File: src/rtl/seg7_pkg.sv
// seg7_pkg: segment types, active-low glyph constants and the code-to-glyph lookup
package seg7_pkg;
  localparam int SEG_W = 7;
  typedef logic [SEG_W-1:0] seg_t;
  localparam seg_t GLYPH_0 = 7'b0000001;
  localparam seg_t GLYPH_1 = 7'b1001111;
  localparam seg_t GLYPH_2 = 7'b0010010;
  localparam seg_t GLYPH_3 = 7'b0000110;
  localparam seg_t GLYPH_4 = 7'b1001100;
  localparam seg_t GLYPH_5 = 7'b0100100;
  localparam seg_t GLYPH_6 = 7'b0100000;
  localparam seg_t GLYPH_7 = 7'b0001111;
  localparam seg_t GLYPH_8 = 7'b0000000;
  localparam seg_t GLYPH_9 = 7'b0000100;
  localparam seg_t GLYPH_A = 7'b0001000;
  localparam seg_t GLYPH_B = 7'b1100000;
  localparam seg_t GLYPH_C = 7'b0110001;
  localparam seg_t GLYPH_D = 7'b1000010;
  localparam seg_t GLYPH_E = 7'b0110000;
  localparam seg_t GLYPH_F = 7'b0111000;
  localparam seg_t SEG_ALL_ON = 7'b0000000;
  localparam seg_t SEG_ALL_OFF = 7'b1111111;

  function automatic seg_t decode_hex(input logic [3:0] code, input logic hex_en);
    seg_t g;
    case (code)
      4'd0: g = GLYPH_0;
      4'd1: g = GLYPH_1;
      4'd2: g = GLYPH_2;
      4'd3: g = GLYPH_3;
      4'd4: g = GLYPH_4;
      4'd5: g = GLYPH_5;
      4'd6: g = GLYPH_6;
      4'd7: g = GLYPH_7;
      4'd8: g = GLYPH_8;
      4'd9: g = GLYPH_9;
      4'd10: g = GLYPH_A;
      4'd11: g = GLYPH_B;
      4'd12: g = GLYPH_C;
      4'd13: g = GLYPH_D;
      4'd14: g = GLYPH_E;
      default: g = GLYPH_F;
    endcase
    return (code > 4'd9 && !hex_en) ? SEG_ALL_OFF : g;
  endfunction
endpackage

File: src/rtl/seg7_glyph_rom.sv
// seg7_glyph_rom: combinational code-to-glyph lookup in active-low form
module seg7_glyph_rom
  import seg7_pkg::*;
#(
  parameter bit HEX_EN = 1'b0
) (
  input  logic [3:0] code,
  output seg_t       glyph
);
  assign glyph = decode_hex(code, HEX_EN);
endmodule

File: src/rtl/seg7_decoder.sv
// seg7_decoder: registered 7-segment decoder with lamp test, blanking, polarity and range flag
module seg7_decoder
  import seg7_pkg::*;
#(
  parameter bit ACTIVE_LOW = 1'b1,
  parameter bit HEX_EN     = 1'b0
) (
  input  logic       clk,
  input  logic       rst_n,
  input  logic [3:0] bcd,
  input  logic       blank,
  input  logic       lamp_test,
  output seg_t       seg,
  output logic       bcd_err
);
  seg_t glyph, nxt;
  seg7_glyph_rom #(.HEX_EN(HEX_EN)) u_rom (.code(bcd), .glyph(glyph));
  always_comb nxt = lamp_test ? SEG_ALL_ON : blank ? SEG_ALL_OFF : glyph;
  // Everything is computed active-low and inverted once at the flop input for common-cathode.
  always_ff @(posedge clk) begin
    if (!rst_n) begin
      seg     <= ACTIVE_LOW ? SEG_ALL_OFF : ~SEG_ALL_OFF;
      bcd_err <= 1'b0;
    end else begin
      seg     <= ACTIVE_LOW ? nxt : ~nxt;
      bcd_err <= bcd > 4'd9;
    end
  end
endmodule

File: config.mk
export PLATFORM = sky130hd
export DESIGN_NAME = seg7_decoder
export DESIGN_NICKNAME = d
export VERILOG_FILES = /design/src/rtl/seg7_pkg.sv /design/src/rtl/seg7_glyph_rom.sv /design/src/rtl/seg7_decoder.sv
export SDC_FILE = /design/constraint.sdc
export NUM_CORES = 1
export LEC_CHECK = 0
export ABC_AREA = 1
export ABC_CLOCK_PERIOD_IN_PS = 3100
export BUFFER_PORTS_ARGS = -buffer_cell sky130_fd_sc_hd__buf_2
export CAP_MARGIN = 20
export CELL_PAD_IN_SITES_DETAIL_PLACEMENT = 0
export CELL_PAD_IN_SITES_GLOBAL_PLACEMENT = 1
export CORE_UTILIZATION = 36
export DETAILED_ROUTE_END_ITERATION = 8
export GPL_ROUTABILITY_DRIVEN = 0
export PLACE_DENSITY_LB_ADDON = 0.1
export RECOVER_POWER = 50
export SKIP_CTS_REPAIR_TIMING = 1
export SLEW_MARGIN = 25
export SYNTH_ARGS = -nofsm -noshare
export SYNTH_HDL_FRONTEND = slang
export SYNTH_SLANG_ARGS = --single-unit
File: constraint.sdc
create_clock -name clk -period 3.1 [get_ports clk]
set_clock_uncertainty 0.2 [all_clocks]
set_input_delay 0.155 -clock clk [delete_from_list [all_inputs] [get_ports clk]]
set_output_delay 0.155 -clock clk [all_outputs]
set_load 0.05 [all_outputs]
==> results of run 1 <==
==> power groups by stage <==
| stage | logic, uW | clock network [uW] | registers (uW) |
|---|---|---|---|
| floorplan | 39.1 | 0 | 141 |
| global placement | 84.1 | 0 | 114 |
| detailed placement | 83.5 | 0 | 114 |
| CTS | 83.6 | 84.0 | 112 |
| global route | 91.7 | 88.7 | 113 |
| finish | 83.2 | 79.0 | 112 |
==> synthesized netlist by cell type, drive strengths merged <==
library cell,number
a21boi,1
a21oi,1
buf,2
clkbuf,1
dfxtp,8
ha,7
inv,10
nand2,29
nand3,12
nor2,1
o21ai,6
o21bai,2
==> final timing paths <==
check  startpoint      to  slack [ns]  cells past startpoint
min         blank  seg[0]        0.09                      5
max        seg[5]  seg[5]        1.72                      1
==> final cells by class <==
cell class / instances / area share (%)
clock buffers: 3 / 3.40
inverters: 10 / 6.05
multi-input cells: 59 / 50.7
flip-flops and latches: 8 / 24.2
well taps: 15 / 2.84
repair buffers: 17 / 12.9
==> metal layers <==
metal	global-route usage (%)	up-vias	routed length [um]
met5	0	-	0
met4	5.81	0	0
met2	19.1	15	520
met1	19.2	240	557
li1	-	284	-
met3	6.52	0	58
==> state kept, by name, indices dropped and copies added (netlist names) <==
signal,flops
bcd_err,1
seg,7
==> through the flow <==
stage | total power, uW | worst slack (ns) | util [%] | cell area [um^2] | cells
floorplan | 180 | 1.91 | - | 562 | 80
global placement | 198 | 1.60 | 45.5 | 629 | 107
detailed placement | 197 | 1.63 | 45.5 | 629 | 107
CTS | 279 | 1.91 | 47.1 | 652 | 110
global route | 293 | 1.69 | 47.9 | 662 | 112
finish | 274 | 1.72 | 47.9 | 662 | 112
==> cells by family after synthesis <==
family / Yosys count / share of synthesized area, %
simple gates: 42 / 33.9
buf+inv: 13 / 11.8
compound gates: 10 / 10.2
flops: 8 / 28.5
fa+ha+maj: 7 / 15.6
==> results.py, run 1 <==
metrics = {
    "outcome": {
        "status": "finished clean",
    },
    "detailed_routing": {
        "drc": 0,
        "first_iter_violations": 9,
        "drt-total-wl_um": 1140,
        "via_per_inst": 4.81,
        "post_drt_wl_per_cell_um": 10.1,
        "drt-pass1-iter-count": 4,
        "ant_nets": 0,
        "vias": 539,
    },
    "pwr": {
        "p_switching_uw": 97.1,
        "clkPwrFrac_pct": 28.8,
        "power_density_nw_per_um2": 414,
        "leakage_uw": 0.000356,
        "peakVddDrop_uv": 213,
        "p_comb_share_pct": 30.3,
        "pwr-share-seq_pct": 40.9,
        "p_int_uw": 177,
        "swShare_pct": 35.4,
    },
    "synth": {
        "ys_types": 17,
        "synth_nets": 95,
        "synth_top_area_share_pct": 28.5,
        "synth_cells": 80,
        "synthTopCellsByArea": "dfxtp_1 29%, nand2_1 17%, ha_1 16%",
        "netlist_area_um2": 562,
        "yosysTopAreaCell": "dfxtp_1",
        "synth_seq_cells": 8,
        "syn_avg_cell_area_um2": 7.02,
        "ys_seq_area_share_pct": 28.5,
        "ys.warnings.count": 0,
    },
    "critical_path": {
        "worstSetupPathType": "flop to primary output",
        "crit_buf_inv": 1,
        "start_kind": "flop",
        "cp.arrival_ns": 1.02,
        "path_delay_family": "buffers and inverters",
        "cp-end-kind": "primary output",
        "cpPeakStageDelay_ns": 0.46,
        "path_cells": "clkbuf_1",
        "cp_data_required_time_ns": 2.74,
        "cpMaxStageDelayCell": "clkbuf_1",
        "cp_max_fo": 1,
    },
    "sta": {
        "max-slew-margin-rel_pct": 60.2,
        "period_share_pct": 44.4,
        "rsz0062_at_grt": "no",
        "setup_viol": 0,
        "slew_violations": 0,
        "fin_setup_tns_ns": 0,
        "finalHoldViolCount": 0,
        "fin_crit_ns": 1.38,
        "hold_ws_ns": 0.0916,
        "max_clock_freq_ghz": 0.727,
        "worst_slew_pin_slew_ns": 0.599,
    },
    "finish": {
        "fillCellCount": 157,
        "nets": 114,
        "layout_commonest_cell": "nand2_1",
        "n_antenna_cell": 0,
        "area_delta_synth_final_pct": 17.8,
        "drive_above_1_share_pct": 17.5,
        "layout_common_cells": "26 x nand2_1, 10 x nand3_1, 8 x inv_1, 8 x dfxtp_1, 8 x clkbuf_1",
        "regArea_um2": 160,
        "multi_input_area_um2": 335,
    },
    "global_routing": {
        "antenna_found_initial": 0,
        "grt_max_degree": 11,
        "grt_first_pass_wirelength_um": 1890,
        "grt_usage_pct": 14.1,
        "grt_pass1_vias": 437,
        "overflow": 0,
    },
    "placement": {
        "dp_hpwl_um": 866,
        "port_buffers": 15,
    },
    "die": {
        "die_y_um": 41.5,
        "ios": 16,
        "initial_core_util_pct": 40.6,
        "rows": 13,
        "die_area_um2": 1720,
        "coreArea_um2": 1380,
        "fp.dieW_um": 41.5,
    },
    "clock_network": {
        "cts_tree": "yes",
        "clock_path_buffers": 2,
        "path_clk_slew_ns": 0.05,
        "cts-root-buf": "clkbuf_4",
        "cts_sinks": 8,
        "h-tree-depth": 1,
        "numCtsBuffers": 3,
    },
    "job": {
        "cap_violations": 0,
    },
    "worst_hold_path": {
        "worstHoldPathType": "primary input to flop",
    },
}
No activity file was read; power rests on OpenSTA's default activity.
==> run 2: changes to the inputs <==
--- a/config.mk
+++ b/config.mk
@@ -6,12 +6,12 @@
 export NUM_CORES = 1
 export LEC_CHECK = 0
 export ABC_AREA = 1
-export ABC_CLOCK_PERIOD_IN_PS = 3100
+export ABC_CLOCK_PERIOD_IN_PS = 1300
 export BUFFER_PORTS_ARGS = -buffer_cell sky130_fd_sc_hd__buf_2
 export CAP_MARGIN = 20
 export CELL_PAD_IN_SITES_DETAIL_PLACEMENT = 0
 export CELL_PAD_IN_SITES_GLOBAL_PLACEMENT = 1
-export CORE_UTILIZATION = 36
+export CORE_UTILIZATION = 34
 export DETAILED_ROUTE_END_ITERATION = 8
 export GPL_ROUTABILITY_DRIVEN = 0
 export PLACE_DENSITY_LB_ADDON = 0.1
==> constraint.sdc (replaced) <==
create_clock -name clk -period 1.3 [get_ports clk]
set_clock_uncertainty 0.2 [all_clocks]
set_input_delay 0.065 -clock clk [delete_from_list [all_inputs] [get_ports clk]]
set_output_delay 0.065 -clock clk [all_outputs]
set_load 0.05 [all_outputs]
==> run 2 against run 1 <==
  * The run now ends with hold timing left
  * Die area up 5.6%
  * Clock-buffer cell count did not move
  * Utilization shrank 1.8 points
  * Largest power group unchanged
  * Final cell count rose by 4.5%
  * Worst setup slack worse by 1.5 ns
  * Global-route usage fell by 1.2 points
  * Total power grew 140%
  * Clock power increased by 120%
  * Combinational power rose to 2.5 times the previous value
  * Hold slack got worse by 0.097 ns
  * Sequential share of layout area shrank 1.4 points
==> results.py, run 2 (synthesized netlist as in run 1, its figures left out) <==
metrics = {
    "outcome": {
        "status": "finished, violations left",
        "violations": "hold timing",
    },
    "finish": {
        "largest_reg_flops": 7,
        "regMostFlops": "seg",
        "drive_above_1_share_pct": 27.7,
        "fillCellCount": 166,
        "n_antenna_cell": 0,
        "layout_commonest_cell": "nand2_1",
        "fin_util_pct": 46.1,
        "nets": 118,
        "regArea_um2": 160,
        "layout_common_cells": "26 x nand2_1, 10 x nand3_1, 8 x inv_1, 8 x dfxtp_1",
        "multi_input_area_um2": 335,
        "area_delta_synth_final_pct": 24.9,
        "reg_top3": "seg x7, bcd_err x1",
        "final_cells": 117,
    },
    "sta": {
        "fin_setup_tns_ns": 0,
        "max_clock_freq_ghz": 0.902,
        "period_share_pct": 85.3,
        "setup_viol": 0,
        "hold_ws_ns": -0.00581,
        "worst_slew_pin_slew_ns": 0.307,
        "max-slew-margin-rel_pct": 79.5,
        "rsz0062_at_grt": "no",
        "fin_crit_ns": 1.11,
        "finalHoldViolCount": 3,
        "slew_violations": 0,
    },
    "global_routing": {
        "grt_usage_pct": 12.9,
        "overflow": 0,
        "grt_pass1_vias": 447,
        "grt_first_pass_wirelength_um": 1760,
        "grt_max_degree": 11,
        "antenna_found_initial": 0,
    },
    "critical_path": {
        "cp.arrival_ns": 1.08,
        "cpMaxStageDelayCell": "dlygate4sd3_1",
        "cp-end-kind": "flop",
        "cp_data_required_time_ns": 1.27,
        "worstSetupPathType": "primary input to flop",
        "start_kind": "primary input",
        "crit_buf_inv": 2,
        "path_delay_family": "buffers and inverters",
        "cpPeakStageDelay_ns": 0.53,
        "cp_max_fo": 8,
        "crit_start": "rst_n",
        "path_cells": "dlygate4sd3_1, clkbuf_1, a21boi_0",
    },
    "die": {
        "die_area_um2": 1820,
        "initial_core_util_pct": 36.9,
        "die_y_um": 42.7,
        "fp.dieW_um": 42.7,
        "coreArea_um2": 1520,
        "ios": 16,
        "rows": 14,
    },
    "placement": {
        "placed_cells": 112,
        "port_buffers": 15,
        "dp_hpwl_um": 862,
    },
    "detailed_routing": {
        "via_per_inst": 4.61,
        "drt-pass1-iter-count": 4,
        "post_drt_wl_per_cell_um": 9.24,
        "first_iter_violations": 9,
        "drc": 0,
        "ant_nets": 0,
        "vias": 539,
        "drt-total-wl_um": 1080,
    },
    "clock_network": {
        "cts_tree": "yes",
        "cts-root-buf": "clkbuf_4",
        "numCtsBuffers": 3,
        "clock_path_buffers": 2,
        "cts_sinks": 8,
        "path_clk_slew_ns": 0.05,
        "h-tree-depth": 1,
    },
    "pwr": {
        "peakVddDrop_uv": 269,
        "leakage_uw": 0.000396,
        "power_density_nw_per_um2": 929,
        "power_uw": 652,
    },
    "job": {
        "cap_violations": 0,
    },
    "worst_hold_path": {
        "worstHoldPathType": "primary input to flop",
        "min_from": "blank",
    },
}
[run 2: final timing paths]
kind       to  cells past startpoint
min    seg[0]                      5
max   bcd_err                      3
[run 2: per-layer routing]
layer  GRT usage (%)  wire length, um
met1            14.7              503
met2            20.3              513
met3            2.13               54
met4            11.9                9
met5               0                0
[run 2: final cells by class]
cell class,instances,area share [%]
inverters,10,5.70
multi-input cells,59,47.8
clock buffers,3,3.21
flip-flops and latches,8,22.8
repair buffers,21,17.6
well taps,16,2.85
[run 2: power by group]
| part | internal (uW) | switching, uW |
|---|---|---|
| logic | 64.9 | 146 |
| clock network | 105 | 69.7 |
| registers | 264 | 3.46 |
| total | 433 | 219 |
[run 2: tightest hold or removal path: cells and delay by family]
family / cells / cell delay [ns]
AOI/OAI and AO/OA: 1 / 0.07
buffers and inverters: 2 / 0.11
and+or+nand+nor: 2 / 0.17
[run 2: stage by stage]
step	worst slack (ns)	instance area [um^2]
floorplan	0.196	562
global placement	-0.0524	661
detailed placement	-0.0362	661
CTS	0.226	683
global route	0.0740	702
finish	0.191	702
==> run 3: changes to the inputs <==
--- a/config.mk
+++ b/config.mk
@@ -7,7 +7,7 @@
 export LEC_CHECK = 0
 export ABC_AREA = 1
 export ABC_CLOCK_PERIOD_IN_PS = 1300
-export BUFFER_PORTS_ARGS = -buffer_cell sky130_fd_sc_hd__buf_2
+export BUFFER_PORTS_ARGS = -buffer_cell sky130_fd_sc_hd__buf_4
 export CAP_MARGIN = 20
 export CELL_PAD_IN_SITES_DETAIL_PLACEMENT = 0
 export CELL_PAD_IN_SITES_GLOBAL_PLACEMENT = 1
@@ -21,3 +21,4 @@
 export SYNTH_ARGS = -nofsm -noshare
 export SYNTH_HDL_FRONTEND = slang
 export SYNTH_SLANG_ARGS = --single-unit
+export TNS_END_PERCENT = 50
==> run 3 against run 2 <==
  * The run still ends with hold timing left
  * Final area is 1.4% higher
  * Sequential power barely moved
  * Final cell count is 0.85% lower
  * Utilization up 0.66 points
  * Critical path depth stayed put
  * Combinational power rose by 2%
  * First-iteration DRC count decreased by 78%
  * Via count shrank 3.9%
  * Highest routed layer unchanged
  * Flip-flop and latch count did not move
  * Global-route usage up 1.1 points
  * Clock-buffer cell count stayed put
==> results.py, run 3 (synthesized netlist as in run 1, its figures left out) <==
metrics = {
    "critical_path": {
        "cp-end-kind": "flop",
        "cp_max_fo": 8,
        "path_cells": "dlygate4sd3_1, clkbuf_1, a21boi_0",
        "cp_data_required_time_ns": 1.26,
        "worstSetupPathType": "primary input to flop",
        "crit_start": "rst_n",
        "cpPeakStageDelay_ns": 0.53,
        "cp.arrival_ns": 1.09,
        "start_kind": "primary input",
        "cpMaxStageDelayCell": "dlygate4sd3_1",
    },
    "detailed_routing": {
        "drt-pass1-iter-count": 2,
        "vias": 518,
        "ant_nets": 0,
        "drt-total-wl_um": 1110,
        "first_iter_violations": 2,
        "via_per_inst": 4.47,
        "post_drt_wl_per_cell_um": 9.58,
        "drc": 0,
    },
    "finish": {
        "n_antenna_cell": 0,
        "layout_commonest_cell": "nand2_1",
        "regMostFlops": "seg",
        "layout_common_cells": "26 x nand2_1, 10 x nand3_1, 10 x buf_4",
        "reg_top3": "seg x7, bcd_err x1",
        "stdcell_area_um2": 712,
        "regArea_um2": 160,
        "nets": 117,
        "area_delta_synth_final_pct": 26.7,
        "fillCellCount": 177,
        "largest_reg_flops": 7,
        "multi_input_area_um2": 335,
        "drive_above_1_share_pct": 27.0,
    },
    "clock_network": {
        "h-tree-depth": 1,
        "path_clk_slew_ns": 0.05,
        "clock_path_buffers": 2,
        "numCtsBuffers": 3,
        "cts-root-buf": "clkbuf_4",
        "cts_sinks": 8,
        "cts_tree": "yes",
    },
    "placement": {
        "place_area_um2": 691,
        "port_buffers": 15,
        "place_ws_ns": 0.0144,
        "dp_hpwl_um": 903,
    },
    "die": {
        "die_y_um": 42.7,
        "initial_core_util_pct": 36.9,
        "rows": 14,
        "coreArea_um2": 1520,
        "ios": 16,
        "fp.dieW_um": 42.7,
        "die_area_um2": 1820,
    },
    "sta": {
        "period_share_pct": 86.6,
        "rsz0062_at_grt": "no",
        "finalHoldViolCount": 1,
        "fin_setup_tns_ns": 0,
        "worst_slew_pin_slew_ns": 0.284,
        "max_clock_freq_ghz": 0.889,
        "hold_ws_ns": -0.00333,
        "slew_violations": 0,
        "setup_ws_ns": 0.175,
        "setup_viol": 0,
        "max-slew-margin-rel_pct": 81.1,
        "fin_crit_ns": 1.13,
    },
    "pwr": {
        "leakage_uw": 0.000398,
        "power_density_nw_per_um2": 926,
        "peakVddDrop_uv": 265,
    },
    "global_routing": {
        "antenna_found_initial": 0,
        "grt_pass1_vias": 482,
        "grt_max_degree": 11,
        "grt_first_pass_wirelength_um": 1930,
        "grt_usage_pct": 14.1,
        "overflow": 0,
    },
    "job": {
        "cap_violations": 0,
    },
    "worst_hold_path": {
        "min_from": "blank",
        "min_delay_worst_endpoint": "seg[4]",
        "hold_depth": 5,
        "worstHoldPathType": "primary input to flop",
    },
    "outcome": {
        "violations": "hold timing",
        "status": "finished, violations left",
    },
}
-- run 3: cell types whose count changed in the layout (fill, tap and decap cells not counted), sizes merged --
cell	before	now
buf	11	10
-- run 3: critical path: cells and delay by family --
| family | cells | cell delay [ns] |
|---|---|---|
| buffers and inverters | 2 | 0.78 |
| AO/OA/AOI/OAI | 1 | 0.24 |
-- run 3: stage by stage --
step | util (%) | power [uW] | std cells
finish | 46.7 | 659 | 116
floorplan | - | 429 | 80
global placement | 45.3 | 496 | 111
detailed placement | 45.3 | 495 | 111
CTS | 46.8 | 677 | 114
global route | 46.7 | 699 | 116
-- run 3: routing by layer --
metal,GRT usage [%],vias to the layer above,share of wire (%)
li1,-,292,-
met1,14.9,210,44
met2,24.5,14,51
met4,11.3,0,0.81
met3,1.70,2,4.1
met5,0,-,0
-- run 3: worst max-delay path by stage --
stage | end | slack, ns | cells after the start
floorplan | seg[1] | 0.20 | 7
global placement | seg[3] | 0.02 | 10
detailed placement | seg[3] | 0.01 | 8
CTS | seg[3] | 0.27 | 8
global route | bcd_err | 0.11 | 3
finish | bcd_err | 0.17 | 3
-- run 3: final cells by class --
type	instances	share of cell area (%)
flip-flops and latches	8	22.5
inverters	10	5.62
repair buffers	20	18.8
multi-input cells	59	47.1
well taps	16	2.81
clock buffers	3	3.16
-- run 3: where the power goes --
part	switching [uW]	internal [uW]	leakage, uW	total, uW
logic	145	69.5	0.000317	215
registers	3.81	264	0.0000670	267
clock network	72.1	105	0.0000138	177
total	221	438	0.000398	659
